`src/rtl/fetch_unit.sv`:
```
// Instruction-fetch stage: owns the PC, issues word fetches to the icache and
// buffers returned {pc, instruction} pairs for decode. Optional FETCH_PERF_EN adds stall/full counters.
module fetch_unit #(
  parameter logic [31:0] RESET_PC   = 32'h0000_0000,
  parameter int          FIFO_DEPTH = 4
) (
  input  logic        clk,
  input  logic        rst_n,
  output logic        ic_valid,
  output logic [31:0] ic_addr,
  input  logic        ic_ready,
  input  logic [31:0] ic_rdata,
  input  logic        redirect_valid,
  input  logic [31:0] redirect_pc,
  output logic        inst_valid,
  output logic [31:0] inst_pc,
  output logic [31:0] inst_data,
  input  logic        inst_ready
`ifdef FETCH_PERF_EN
  ,
  output logic [31:0] perf_stall_cnt,
  output logic [31:0] perf_full_cnt
`endif
);

  localparam int PTR_W = $clog2(FIFO_DEPTH);
  localparam logic [PTR_W:0] FULL_CNT = (PTR_W+1)'(FIFO_DEPTH);

  typedef enum logic {BUBBLE, FETCH} state_t;

  state_t             state, state_nxt;
  logic [31:0]        pc;
  logic [PTR_W-1:0]   rd_ptr, wr_ptr;
  logic [PTR_W:0]     count;
  logic [31:0]        mem_pc   [FIFO_DEPTH];
  logic [31:0]        mem_data [FIFO_DEPTH];
  logic               push, pop;

  assign ic_valid   = (state == FETCH) && !redirect_valid && (count < FULL_CNT);
  assign ic_addr    = pc;
  assign push       = ic_valid && ic_ready;
  assign inst_valid = (count != '0);
  // A pop coinciding with a redirect is discarded along with the flush.
  assign pop        = inst_valid && inst_ready && !redirect_valid;

  // Gated so the head reads as zero whenever the buffer is empty (including reset).
  assign inst_pc    = inst_valid ? mem_pc[rd_ptr]   : '0;
  assign inst_data  = inst_valid ? mem_data[rd_ptr] : '0;

  always_comb begin
    // NOTE: default assigned first so no path through this block infers a latch.
    state_nxt = state;
    case (state)
      BUBBLE:  state_nxt = redirect_valid ? BUBBLE : FETCH;
      FETCH:   state_nxt = redirect_valid ? BUBBLE : FETCH;
      default: state_nxt = BUBBLE;
    endcase
  end

  always_ff @(posedge clk) begin
    if (!rst_n) begin
      state  <= BUBBLE;
      pc     <= RESET_PC;
      rd_ptr <= '0;
      wr_ptr <= '0;
      count  <= '0;
    end else begin
      state <= state_nxt;
      if (redirect_valid) begin
        pc     <= redirect_pc & ~32'h3;
        rd_ptr <= '0;
        wr_ptr <= '0;
        count  <= '0;
      end else begin
        if (push) begin
          pc     <= pc + 32'd4;
          wr_ptr <= wr_ptr + PTR_W'(1);
        end
        if (pop)
          rd_ptr <= rd_ptr + PTR_W'(1);
        case ({push, pop})
          2'b10:   count <= count + (PTR_W+1)'(1);
          2'b01:   count <= count - (PTR_W+1)'(1);
          default: count <= count;
        endcase
      end
    end
  end

  // NOTE: storage is deliberately not reset; count/pointers alone define validity.
  always_ff @(posedge clk) begin
    if (push) begin
      mem_pc[wr_ptr]   <= pc;
      mem_data[wr_ptr] <= ic_rdata;
    end
  end

`ifdef FETCH_PERF_EN
  // Saturating event counters; only reset clears them, redirects do not.
  always_ff @(posedge clk) begin
    if (!rst_n) begin
      perf_stall_cnt <= '0;
      perf_full_cnt  <= '0;
    end else begin
      if (ic_valid && !ic_ready && (perf_stall_cnt != 32'hFFFF_FFFF))
        perf_stall_cnt <= perf_stall_cnt + 32'd1;
      if ((state == FETCH) && (count == FULL_CNT) && (perf_full_cnt != 32'hFFFF_FFFF))
        perf_full_cnt <= perf_full_cnt + 32'd1;
    end
  end
`endif

endmodule

```
`config.mk`:
```
export PLATFORM = sky130hd
export DESIGN_NAME = fetch_unit
export DESIGN_NICKNAME = d
export VERILOG_FILES = /design/src/rtl/fetch_unit.sv
export SDC_FILE = /design/constraint.sdc
export NUM_CORES = 1
export LEC_CHECK = 0
export ABC_AREA = 1
export BUFFER_PORTS_ARGS = -buffer_cell sky130_fd_sc_hd__buf_2
export CELL_PAD_IN_SITES_DETAIL_PLACEMENT = 0
export CELL_PAD_IN_SITES_GLOBAL_PLACEMENT = 1
export CORE_ASPECT_RATIO = 1.25
export CORE_MARGIN = 10
export CORE_UTILIZATION = 40
export CTS_CLUSTER_SIZE = 25
export DETAILED_ROUTE_END_ITERATION = 10
export PLACE_DENSITY = 0.82
export REMOVE_ABC_BUFFERS = 1
export SETUP_SLACK_MARGIN = 0.4
export SLEW_MARGIN = 20
export SYNTH_ARGS = -nofsm -noshare
export SYNTH_HDL_FRONTEND = slang
export SYNTH_SLANG_ARGS = --single-unit
```
`constraint.sdc`:
```
create_clock -name clk -period 4.08 [get_ports clk]
set_input_delay 0.612 -clock clk [delete_from_list [all_inputs] [get_ports clk]]
set_output_delay 0.612 -clock clk [all_outputs]
set_load 0.01 [all_outputs]
```
Yosys cells after proc, flatten, opt, wreduce, memory -nomap -nowiden. Memory sizes are Yosys's and may differ from the RTL's. A register that Yosys moved wholly into a read port is not among the register bits. Cells that the tools add are included. Widths: inputs -> output; s select.

Output and inout port bits: 98. Bits in read-only memories: 0. Register bits after elaboration: 40. Input port bits: 69. Bits in writable memories: 256. Memories: 2. Latch bits: 0.

Multiply operators: 0. Muxes and demuxes: 12. Equality and inequality tests: 2. Bitwise operators: 1. Divide/modulo/power cells: 0. Shift operators: 0. Reduce and logical (&&, ||, !) cells: 10. Order comparisons: 1. $add $sub $neg: 5.

Memory list: mem_data (depth 4, width 32, rd ports 1, clocked after memory_dff 1, wr ports 1, line 36) `logic [31:0] mem_data [FIFO_DEPTH];`; mem_pc (depth 4, width 32, rd ports 1, clocked after memory_dff 1, wr ports 1, line 35) `logic [31:0] mem_pc [FIFO_DEPTH];`.

Operators with widths (number): $mux 32 (4); $add 32x3->32 const B (1); $mux 2 (4); $pmux 3 s2 (1); $logic_and 1x1->1 (5); $add 2x1->2 const B (2); $reduce_bool 2->1 (2); $add 3x1->3 const B (1); $lt 3x3->1 const B (1); $mux 1 (3); $reduce_bool 3->1 (1); $sub 3x1->3 const B (1); $eq 2x1->1 const B (1); $eq 2x2->1 const B (1); $reduce_or 2->1 (1); $logic_not 1->1 (1); $not 1->1 (1).

Longest topological paths before layout. Gate-level depths: netlist (run 1).

Depth after elaboration: 6. Gate-level depth with buffers: 12. Mapped depth without buffers: 11.

Least setup slack after synthesis (run 1). No wires, ideal clock.

Path kind: input to register. Start: input port redirect_valid. End: memory mem_data[0][0] (enable). Path slack: -201 ps. Buffers on the path: 1. Cell stages on the path: 6. Arrival: 3799 ps. Library setup time: 482 ps. Cell sequence: inv_2 -> nand2_1 -> nor2_2 -> nand2_4 -> buf_2 -> nor2_1.

Word-level cells in the longest chain between the ends: 6.

Ends and longest elaborated chain: start: declaration (line 13) `input logic redirect_valid,`; $logic_not 1->1 (line 39) `assign ic_valid = (state == FETCH) && !redirect_valid && (count < FULL_CNT);`; $logic_and 1x1->1 (2 in a row) (line 39); via ic_valid (line 9) `output logic ic_valid,`; $logic_and 1x1->1 (line 41) `assign push = ic_valid && ic_ready;`; $mux 1 (line 92) `if (push) begin`; $mux 1 (not written as such) (line 94) `mem_data[wr_ptr] <= ic_rdata;`; end: declaration (line 36).

The timed path passes the listed nets, and every way through them passes these cells.

==> results of run 1 <==
critical path: cells and delay by family (launching register included):
family,cells,cell delay (ns)
AO/OA/AOI/OAI,2,0.33
flip-flops,1,0.68
buffers and inverters,2,0.68
AND/OR/NAND/NOR,2,0.19
area by class of cell:
class / instances / area [um2]
fill: 2753 / 15520
timing repair buffer: 172 / 969.7
clock inverter: 23 / 350.3
multi-input combinational: 745 / 3364
tap: 401 / 501.7
clock buffer: 29 / 725.7
inverter: 67 / 254.0
sequential: 288 / 8253
layer usage:
layer / vias to the layer above / global-route usage / share of wire
li1: 4251 / - / -
met1: 4112 / 0.1903 / 0.42
met2: 197 / 0.2754 / 0.50
met3: 40 / 0.03541 / 0.056
met4: 0 / 0.04500 / 0.022
met5: - / 0 / 0
power groups by stage:
stage / Combinational, mW / Sequential (mW) / Clock [mW]
global placement: 0.228 / 3.34 / 0
detailed placement: 0.233 / 3.34 / 0
finish: 0.231 / 3.28 / 2.95
floorplan: 0.102 / 3.33 / 0
CTS: 0.234 / 3.28 / 3.02
global route: 0.261 / 3.28 / 3.15
sequential cells by signal (all words and copies together) (netlist names), named ones only:
name and flops:
wr_ptr 2, mem_data 128, count 3, mem_pc 120, rd_ptr 2, state 1, ic_addr 30
placed cells by master, fill, tap and decap left out, drive strengths merged:
master      n
buf       172
a31oi       8
xnor2       3
clkinv     10
edfxtp    248
ha          6
nand3b      2
and2        1
conb        4
clkinvlp    5
nor3        1
inv        66
a21oi      95
clkbuf     29
dfxtp      40
nand3      33
o21ai     160
fa          1
nor2      299
xor2        1
nand2     128
bufinv      9
a22oi       2
o21a        1
per-stage QoR:
step | setup TNS, ns | instance area (um2)
floorplan | -56.45 | 11840
global placement | 0 | 13340
detailed placement | 0 | 13340
CTS | 0 | 14420
global route | 0 | 14420
finish | 0 | 14420
cells by family (layout without fill, tap and decap cells):
group           Yosys count  after routing  synth area share
compound gates          266            266            0.1115
xor+xnor                  4              4          0.002898
fa+ha+maj                 7              7          0.007864
buf+inv                 128            291           0.04304
flops                   288            288            0.6821
other cells               1              4         0.0003101
simple gates            464            464            0.1522
how the worst max path moves through the flow:
stage	cells after the start	to	from	slack [ns]
3_5_place_dp	5	inst_pc[7]	flip-flop	1.30
3_3_place_gp	5	inst_pc[7]	flip-flop	1.31
6_report	6	inst_data[22]	flip-flop	1.01
4_1_cts	5	inst_pc[7]	flip-flop	0.71
5_1_grt	6	inst_data[11]	flip-flop	0.76
2_1_floorplan	3	inst_data[30]	flip-flop	-0.59
==> flow_metrics.env, run 1 <==
export IMPL_dp_cells=1673
export IMPL_port_buffer_count=160
export IMPL_power_mw=6.462
export IMPL_gp_congestion=0.7959
export IMPL_hold_path_class="input pin to flip-flop"
export IMPL_ys_async_sr_fraction=0
export IMPL_synth_common_cells="293 x nor2_1, 248 x edfxtp_1, 144 x o21ai_0"
export IMPL_cts_buffer_depth=3
export IMPL_p_sw_mw=1.288
export IMPL_swShare=0.1993
export IMPL_grt_pass1_vias=8558
export IMPL_row_count=71
export IMPL_critPathKind="flip-flop to output port"
export IMPL_yosys_warnings=0
export IMPL_worstRegToRegCells=10
export IMPL_start_util=0.4039
export IMPL_die_w_um=175.5
export IMPL_cts_hold_buffers=0
export IMPL_clockPowerShare=0.457
export IMPL_pre_cts_ws_ns=1.298
export IMPL_final_setup_viol_count=0
export IMPL_start_kind="flip-flop"
export IMPL_antenna_cells=0
export IMPL_cts_sinks=288
export IMPL_pwr_share_seq=0.508
export IMPL_grt_setup_unrepaired="no"
export IMPL_dieArea_mm2=0.03763
export IMPL_r2r_start="count[2]"
export IMPL_worstMarginPinSlew_ns=0.8806
export IMPL_clock_fmax_mhz=326.1
export IMPL_p_leak_nw=5.320
export IMPL_avgViaCountPerCell=4.986
export IMPL_yosysTopAreaCellShare=0.6159
export IMPL_wire_per_inst_um=17.64
export IMPL_status="finished clean"
export IMPL_antenna_found_initial=0
export IMPL_combPwrFrac=0.036
export IMPL_insertion_delay_ns=0.54
export IMPL_nNetsFinal=1378
export IMPL_syn_instance_count=1158
export IMPL_firstDrtPassIters=5
export IMPL_crit_arrival_ns=2.45
export IMPL_skew_ns=0.01305
export IMPL_ctsResizeCount=0
export IMPL_cts_tree="done"
export IMPL_syn_area_mm2=0.01209
export IMPL_min_period_ns=3.067
export IMPL_grtUsageTotal=0.1577
export IMPL_root_buffer="clkbuf_16"
export IMPL_whs_path_depth=1
export IMPL_htree_levels=1
export IMPL_seq_area_frac_synth=0.6821
export IMPL_max_cap_viol_count=0
export IMPL_ios=167
export IMPL_cp_common_cell="nor2_1"
export IMPL_whs_ns=0.2832
export IMPL_max_slew_margin=0.4130
export IMPL_drv_slew=0
export IMPL_end_kind="output port"
export IMPL_synth_most_common_cell="nor2_1"
export IMPL_drc=0
export IMPL_crit_fanout=44
export IMPL_internal_power_mw=5.174
export IMPL_final_layout_size_suffix_gt1_frac=0.1881
export IMPL_final_core_util=0.4816
export IMPL_ys_flop_type="edfxtp_1"
export IMPL_post_route_period_util=0.7516
export IMPL_worst_slack_ns=1.013
export IMPL_area_growth_synth_to_final_pct=19.25
export IMPL_reg2reg_to="count[2]"
export IMPL_hold_start="ic_rdata[11]"
export IMPL_hpwl_um=17830
export IMPL_synth_edf_count=248
export IMPL_grt_overflow=0
export IMPL_hold_end="mem_data[1][11]"
export IMPL_syn_mean_instance_area_um2=10.44
export IMPL_ant_nets=0
export IMPL_core_mm2=0.02994
export IMPL_grt_first_pass_wirelength_um=47490
export IMPL_power_density_mw_per_mm2=448.2
export IMPL_cpMaxStageDelayCell="dfxtp_4"
export IMPL_vias=8600
export IMPL_ys_ff_latch=288
export IMPL_max_stage_delay_ns=0.68
export IMPL_first_iter_violations=561
export IMPL_synth_cell_types=29
export IMPL_clk_pin_slew_ns=0.07
export IMPL_synthTopCellsByArea="edfxtp_1 62%, nor2_1 9.1%, dfxtp_1 6.6%"
export IMPL_fp_dieH_um=214.4
export IMPL_hold_viol_final=0
export IMPL_grt_max_degree=125
export IMPL_instances_no_fill=1725
export IMPL_peakVddDrop_mv=0.2294
export IMPL_yosysTopAreaCell="edfxtp_1"
export IMPL_totalWireLength_um=30430
export IMPL_worstPathRequired_ns=3.47
export IMPL_reg2reg_slack_ns=1.89
export IMPL_cts_buffers=28
export IMPL_cts_setup_buffers=0
export IMPL_path_cells="buf_4 > nor2_1 > nor2_1 > o21ai_0 > a21oi_1 > buf_2"
Power figures use the tool's default switching activity.
==> run 2, diff against run 1 <==
==> constraint.sdc (replaced) <==
create_clock -name clk -period 2.7 [get_ports clk]
set_input_delay 0.405 -clock clk [delete_from_list [all_inputs] [get_ports clk]]
set_output_delay 0.405 -clock clk [all_outputs]
set_load 0.01 [all_outputs]
==> run 2 against run 1 <==
Effect of this change: final cell count rose by 2.6%; critical path depth unchanged; register-to-register slack got worse by 1.2 ns; utilization rose by 2.8 points; clock skew rose by 0.0043 ns; non-clock buffer count rose by 43; setup slack worse by 0.59 ns; via count grew 4.4%; die area unchanged; sequential cell count did not move; sequential power grew 51%; critical path type unchanged.
==> flow_metrics.env, run 2 (synthesis gave the netlist of run 1 again) <==
export IMPL_status="finished clean"
export IMPL_ant_nets=0
export IMPL_worstPathRequired_ns=2.30
export IMPL_layout_commonest_cell="nor2_1"
export IMPL_path_cells="buf_6 > clkinv_8 > buf_16 > o21ai_1 > a21oi_2 > buf_2"
export IMPL_totalWireLength_um=34570
export IMPL_start_util=0.4039
export IMPL_dieArea_mm2=0.03763
export IMPL_worstRegToRegCells=9
export IMPL_post_route_period_util=0.8418
export IMPL_grtUsageTotal=0.1599
export IMPL_cts_buffer_depth=3
export IMPL_grt_max_degree=64
export IMPL_reg2reg_to="count[2]"
export IMPL_nNetsFinal=1422
export IMPL_max_stage_delay_ns=0.43
export IMPL_pre_cts_ws_ns=0.5136
export IMPL_crit_fanout=20
export IMPL_cpMaxStageDelayCell="dfxtp_4"
export IMPL_hpwl_um=18700
export IMPL_crit_arrival_ns=1.87
export IMPL_dp_cells=1683
export IMPL_drv_slew=0
export IMPL_grt_overflow=0
export IMPL_firstDrtPassIters=6
export IMPL_grt_pass1_vias=8505
export IMPL_cts_buffers=28
export IMPL_power_density_mw_per_mm2=614.7
export IMPL_reg2reg_slack_ns=0.71
export IMPL_final_setup_viol_count=0
export IMPL_avgViaCountPerCell=5.074
export IMPL_grt_setup_unrepaired="yes"
export IMPL_cts_tree="done"
export IMPL_skew_ns=0.01733
export IMPL_area_growth_synth_to_final_pct=26.28
export IMPL_ios=167
export IMPL_worstMarginPinSlew_ns=0.5695
export IMPL_gp_congestion=0.8055
export IMPL_max_cap_viol_count=0
export IMPL_antenna_found_initial=0
export IMPL_top_register="mem_data"
export IMPL_whs_path_depth=1
export IMPL_worst_slack_ns=0.4270
export IMPL_max_slew_margin=0.6189
export IMPL_instances_no_fill=1769
export IMPL_hold_end="mem_data[3][17]"
export IMPL_die_w_um=175.5
export IMPL_hold_path_class="input pin to flip-flop"
export IMPL_drc=0
export IMPL_r2r_start="count[2]"
export IMPL_antenna_cells=0
export IMPL_row_count=71
export IMPL_htree_levels=1
export IMPL_peakVddDrop_mv=0.3597
export IMPL_p_leak_nw=5.667
export IMPL_start_kind="flip-flop"
export IMPL_critPathKind="flip-flop to output port"
export IMPL_wire_per_inst_um=19.54
export IMPL_end_kind="output port"
export IMPL_grt_first_pass_wirelength_um=47940
export IMPL_final_cell_mix="284 x nor2_1, 248 x edfxtp_1, 158 x buf_2"
export IMPL_clk_pin_slew_ns=0.06
export IMPL_port_buffer_count=160
export IMPL_min_period_ns=2.273
export IMPL_final_core_util=0.5101
export IMPL_largest_reg_flops=128
export IMPL_clock_fmax_mhz=440.0
export IMPL_hold_viol_final=0
export IMPL_insertion_delay_ns=0.55
export IMPL_root_buffer="clkbuf_16"
export IMPL_vias=8976
export IMPL_core_mm2=0.02994
export IMPL_fp_dieH_um=214.4
export IMPL_hold_start="ic_rdata[17]"
export IMPL_final_layout_size_suffix_gt1_frac=0.2354
export IMPL_first_iter_violations=653
export IMPL_cts_sinks=288
export IMPL_whs_ns=0.07178
==> run 2: changes by cell type in the layout (fill, tap and decap cells not counted), sizes merged <==
cell | before | now
buf | 172 | 202
bufinv | 9 | 4
clkbuf | 29 | 45
clkinv | 10 | 11
clkinvlp | 5 | 7
==> run 2: routing by layer <==
metal	GRT usage	vias up	routed length, um
li1	-	4340	-
met1	0.1991	4343	14780
met2	0.2797	255	17270
met3	0.03276	38	1975
met4	0.03397	0	547
met5	0	-	0
==> run 2: final cells by class <==
type,count,area (um2)
fillers,2644,14670
flip-flops and latches,288,8253
multi-input cells,745,3478
repair buffers,215,1785
clock buffers,32,747.0
well taps,401,501.7
inverters,67,270.3
clock inverters,20,222.7
repair inverters,1,11.26
==> run 2: worst max-delay path by stage <==
stage              startpoint            end  slack, ns
5_1_grt             flip-flop    inst_pc[24]       0.35
4_1_cts             flip-flop   inst_data[3]       0.35
3_5_place_dp   redirect_valid       count[2]       0.51
2_1_floorplan       flip-flop  inst_data[30]      -1.76
3_3_place_gp   redirect_valid       count[2]       0.51
6_report            flip-flop   inst_data[3]       0.43
==> run 2: timing repair <==
item | CTS | global route
setup endpoints to repair | 62 | 62
hold buffers | 0 | 0
resized for setup | 12 | 150
cloned | 2 | 22
buffers inserted | 2 | 8
pin swaps | 0 | 28
==> run 2: per-stage QoR <==
stage | TNS (ns) | area (um2) | power (mW)
after CTS | 0 | 14570 | 9.454
after detailed placement | 0 | 13480 | 5.410
final | 0 | 15270 | 9.386
after global routing | 0 | 15270 | 9.714
after floorplan | -420.25 | 11840 | 5.193
after global placement | 0 | 13480 | 5.400
==> run 2: worst max-delay path, delay by kind of cell, from the launching register on <==
family / cells / cell delay, ns
buffers and inverters: 4 / 0.59
AO/OA/AOI/OAI: 2 / 0.29
flip-flops: 1 / 0.43
==> run 2: power by group <==
part / leakage (nW) / internal (mW) / switching [mW]
Clock: 0.455 / 2.38 / 1.67
Sequential: 2.56 / 4.88 / 0.0782
Combinational: 2.65 / 0.145 / 0.237
Total: 5.67 / 7.40 / 1.99
==> run 3, diff against run 2 <==
--- a/config.mk
+++ b/config.mk
@@ -14,7 +14,7 @@
 export CORE_UTILIZATION = 40
 export CTS_CLUSTER_SIZE = 25
 export DETAILED_ROUTE_END_ITERATION = 10
-export PLACE_DENSITY = 0.82
+export PLACE_DENSITY = 0.79
 export REMOVE_ABC_BUFFERS = 1
 export SETUP_SLACK_MARGIN = 0.4
 export SLEW_MARGIN = 20
==> constraint.sdc (replaced) <==
create_clock -name clk -period 2.13 [get_ports clk]
set_input_delay 0.3195 -clock clk [delete_from_list [all_inputs] [get_ports clk]]
set_output_delay 0.3195 -clock clk [all_outputs]
set_load 0.01 [all_outputs]
==> run 3 against run 2 <==
Effect of this change: largest power group unchanged; register-to-register slack got worse by 0.26 ns; final cell count rose by 2.8%; total power rose by 27%; the flow now finishes with violations (negative setup slack); largest cell class unchanged; critical path depth rose by 2; cell area rose by 6.0%; sequential cell count did not move.
==> flow_metrics.env, run 3 (synthesis gave the netlist of run 1 again) <==
export IMPL_crit_fanout=6
export IMPL_critPathBufInv=4
export IMPL_path_cells="buf_12 > buf_12 > buf_16 > nor2_4 > nor2_2 > o21ai_1 > a21oi_1 > buf_2"
export IMPL_wl_met2_um=18250
export IMPL_wl_met1_um=15120
export IMPL_start_kind="flip-flop"
export IMPL_htree_levels=1
export IMPL_grt_setup_unrepaired="yes"
export IMPL_cts_buffers=28
export IMPL_stdcell_area_mm2=0.01619
export IMPL_hpwl_um=18670
export IMPL_hold_viol_final=0
export IMPL_max_stage_delay_ns=0.37
export IMPL_fp_dieH_um=214.4
export IMPL_reg2reg_slack_ns=0.45
export IMPL_cp_common_cell="buf_12"
export IMPL_grt_first_pass_wirelength_um=51710
export IMPL_final_layout_size_suffix_gt1_frac=0.2602
export IMPL_min_period_ns=2.232
export IMPL_p_sw_mw=2.483
export IMPL_power_mw=11.91
export IMPL_grt_pass1_vias=8710
export IMPL_first_iter_violations=636
export IMPL_max_cap_viol_count=0
export IMPL_root_buffer="clkbuf_16"
export IMPL_antenna_found_initial=0
export IMPL_die_w_um=175.5
export IMPL_largest_reg_flops=128
export IMPL_hold_path_class="input pin to flip-flop"
export IMPL_postPlaceCellArea_mm2=0.01358
export IMPL_worstPathRequired_ns=1.81
export IMPL_swShare=0.2084
export IMPL_gp_congestion=0.8057
export IMPL_nNetsFinal=1473
export IMPL_final_setup_viol_count=46
export IMPL_area_growth_synth_to_final_pct=33.86
export IMPL_p_leak_nw=6.011
export IMPL_combPwrFrac=0.048
export IMPL_dp_cells=1689
export IMPL_vias=9117
export IMPL_end_kind="output port"
export IMPL_critPathKind="flip-flop to output port"
export IMPL_start_util=0.4039
export IMPL_top_layer="met4"
export IMPL_top_register="mem_data"
export IMPL_grtUsageTotal=0.1782
export IMPL_met3_length_um=1817
export IMPL_cts_sinks=288
export IMPL_firstDrtPassIters=5
export IMPL_drv_slew=0
export IMPL_peakVddDrop_mv=0.4418
export IMPL_status="finished with violations"
export IMPL_totalWireLength_um=35960
export IMPL_cpMaxStageDelayCell="dfxtp_4"
export IMPL_setup_tns_ns=-2.138
export IMPL_insertion_delay_ns=0.55
export IMPL_wire_per_inst_um=19.77
export IMPL_post_route_period_util=1.048
export IMPL_grt_max_degree=41
export IMPL_pre_cts_ws_ns=0.1892
export IMPL_clk_pin_slew_ns=0.06
export IMPL_crit_arrival_ns=1.91
export IMPL_skew_ns=0.01518
export IMPL_antenna_cells=0
export IMPL_layout_commonest_cell="nor2_1"
export IMPL_dieArea_mm2=0.03763
export IMPL_internal_power_mw=9.431
export IMPL_avgViaCountPerCell=5.012
export IMPL_pwr_share_seq=0.527
export IMPL_ios=167
export IMPL_instances_no_fill=1819
export IMPL_worst_slack_ns=-0.1017
export IMPL_power_density_mw_per_mm2=736.1
export IMPL_path_delay_family="buffers and inverters"
export IMPL_core_mm2=0.02994
export IMPL_clock_fmax_mhz=448.1
export IMPL_grt_overflow=0
export IMPL_cts_buffer_depth=3
export IMPL_row_count=71
export IMPL_final_cell_mix="256 x nor2_1, 248 x edfxtp_1, 153 x buf_2"
export IMPL_clockPowerShare=0.425
export IMPL_cts_tree="done"
export IMPL_ant_nets=0
export IMPL_drc=0
export IMPL_port_buffer_count=160
export IMPL_violations="negative setup slack"
run 3: changes by cell type in the layout (fill, tap and decap cells not counted), moves of 12 or more:
cell | previous run | this run
nor2_4 | 8 | 21
o21ai_2 | 13 | 1
nor2_2 | 7 | 22
nor2_1 | 284 | 256
dfxtp_1 | 38 | 23
dlygate4sd3_1 | 0 | 32
dfxtp_2 | 1 | 14
o21ai_0 | 47 | 72
o21ai_1 | 100 | 87
buf_16 | 6 | 19
run 3: routing by layer:
layer	GRT usage	up-vias
li1	-	4456
met1	0.2241	4357
met2	0.3089	259
met3	0.02484	45
met4	0.05718	0
met5	0	-
run 3: stage by stage:
step | hold WS, ns | utilization
5_1_grt | 0.02092 | 0.5406
6_report | 0.02820 | 0.5406
4_1_cts | 0.001420 | 0.5242
3_3_place_gp | 0.4543 | 0.4538
2_1_floorplan | 0.4184 | -
3_5_place_dp | 0.4600 | 0.4538
run 3: final timing paths:
check / from / end / cells after the start
hold reg to reg: rd_ptr[1] / flip-flop / 2
hold / removal: rst_n / ic_addr[3] / 3
setup reg to reg: count[2] / count[2] / 10
setup / recovery: flip-flop / inst_pc[14] / 8
run 3: power groups by stage:
stage | logic (mW) | registers [mW] | clock network, mW
detailed placement | 0.477 | 6.39 | 0
CTS | 0.559 | 6.27 | 5.15
global placement | 0.469 | 6.39 | 0
finish | 0.573 | 6.28 | 5.07
floorplan | 0.196 | 6.39 | 0
global route | 0.630 | 6.28 | 5.40
run 3: layout make-up:
type                            instances  area [um2]
Multi-Input combinational cell        745        3580
Tap cell                              401       501.7
Timing Repair inverter                  1       8.758
Clock inverter                         13       160.2
Timing Repair Buffer                  266        2572
Inverter                               67       286.5
Sequential cell                       288        8277
Fill cell                            2580       13750
Clock buffer                           38       799.5
run 3: worst reg2reg max path, cell delays in order (launching register included):
cell and delay (ns):
dfxtp_4 0.36, nor3_4 0.04, buf_12 0.14, nor2_4 0.11
ha_4 0.14, inv_2 0.04, fa_2 0.34, a21oi_2 0.14
o21a_1 0.14, o21ai_1 0.06, a21oi_1 0.10
run 3: repair_timing:
action,in CTS,in global routing
setup endpoints to repair,76,239
hold buffers,32,0
pin swaps,26,49
resized for setup,99,99
cloned,18,9
endpoints found under the hold margin,128,0
buffers inserted,15,5
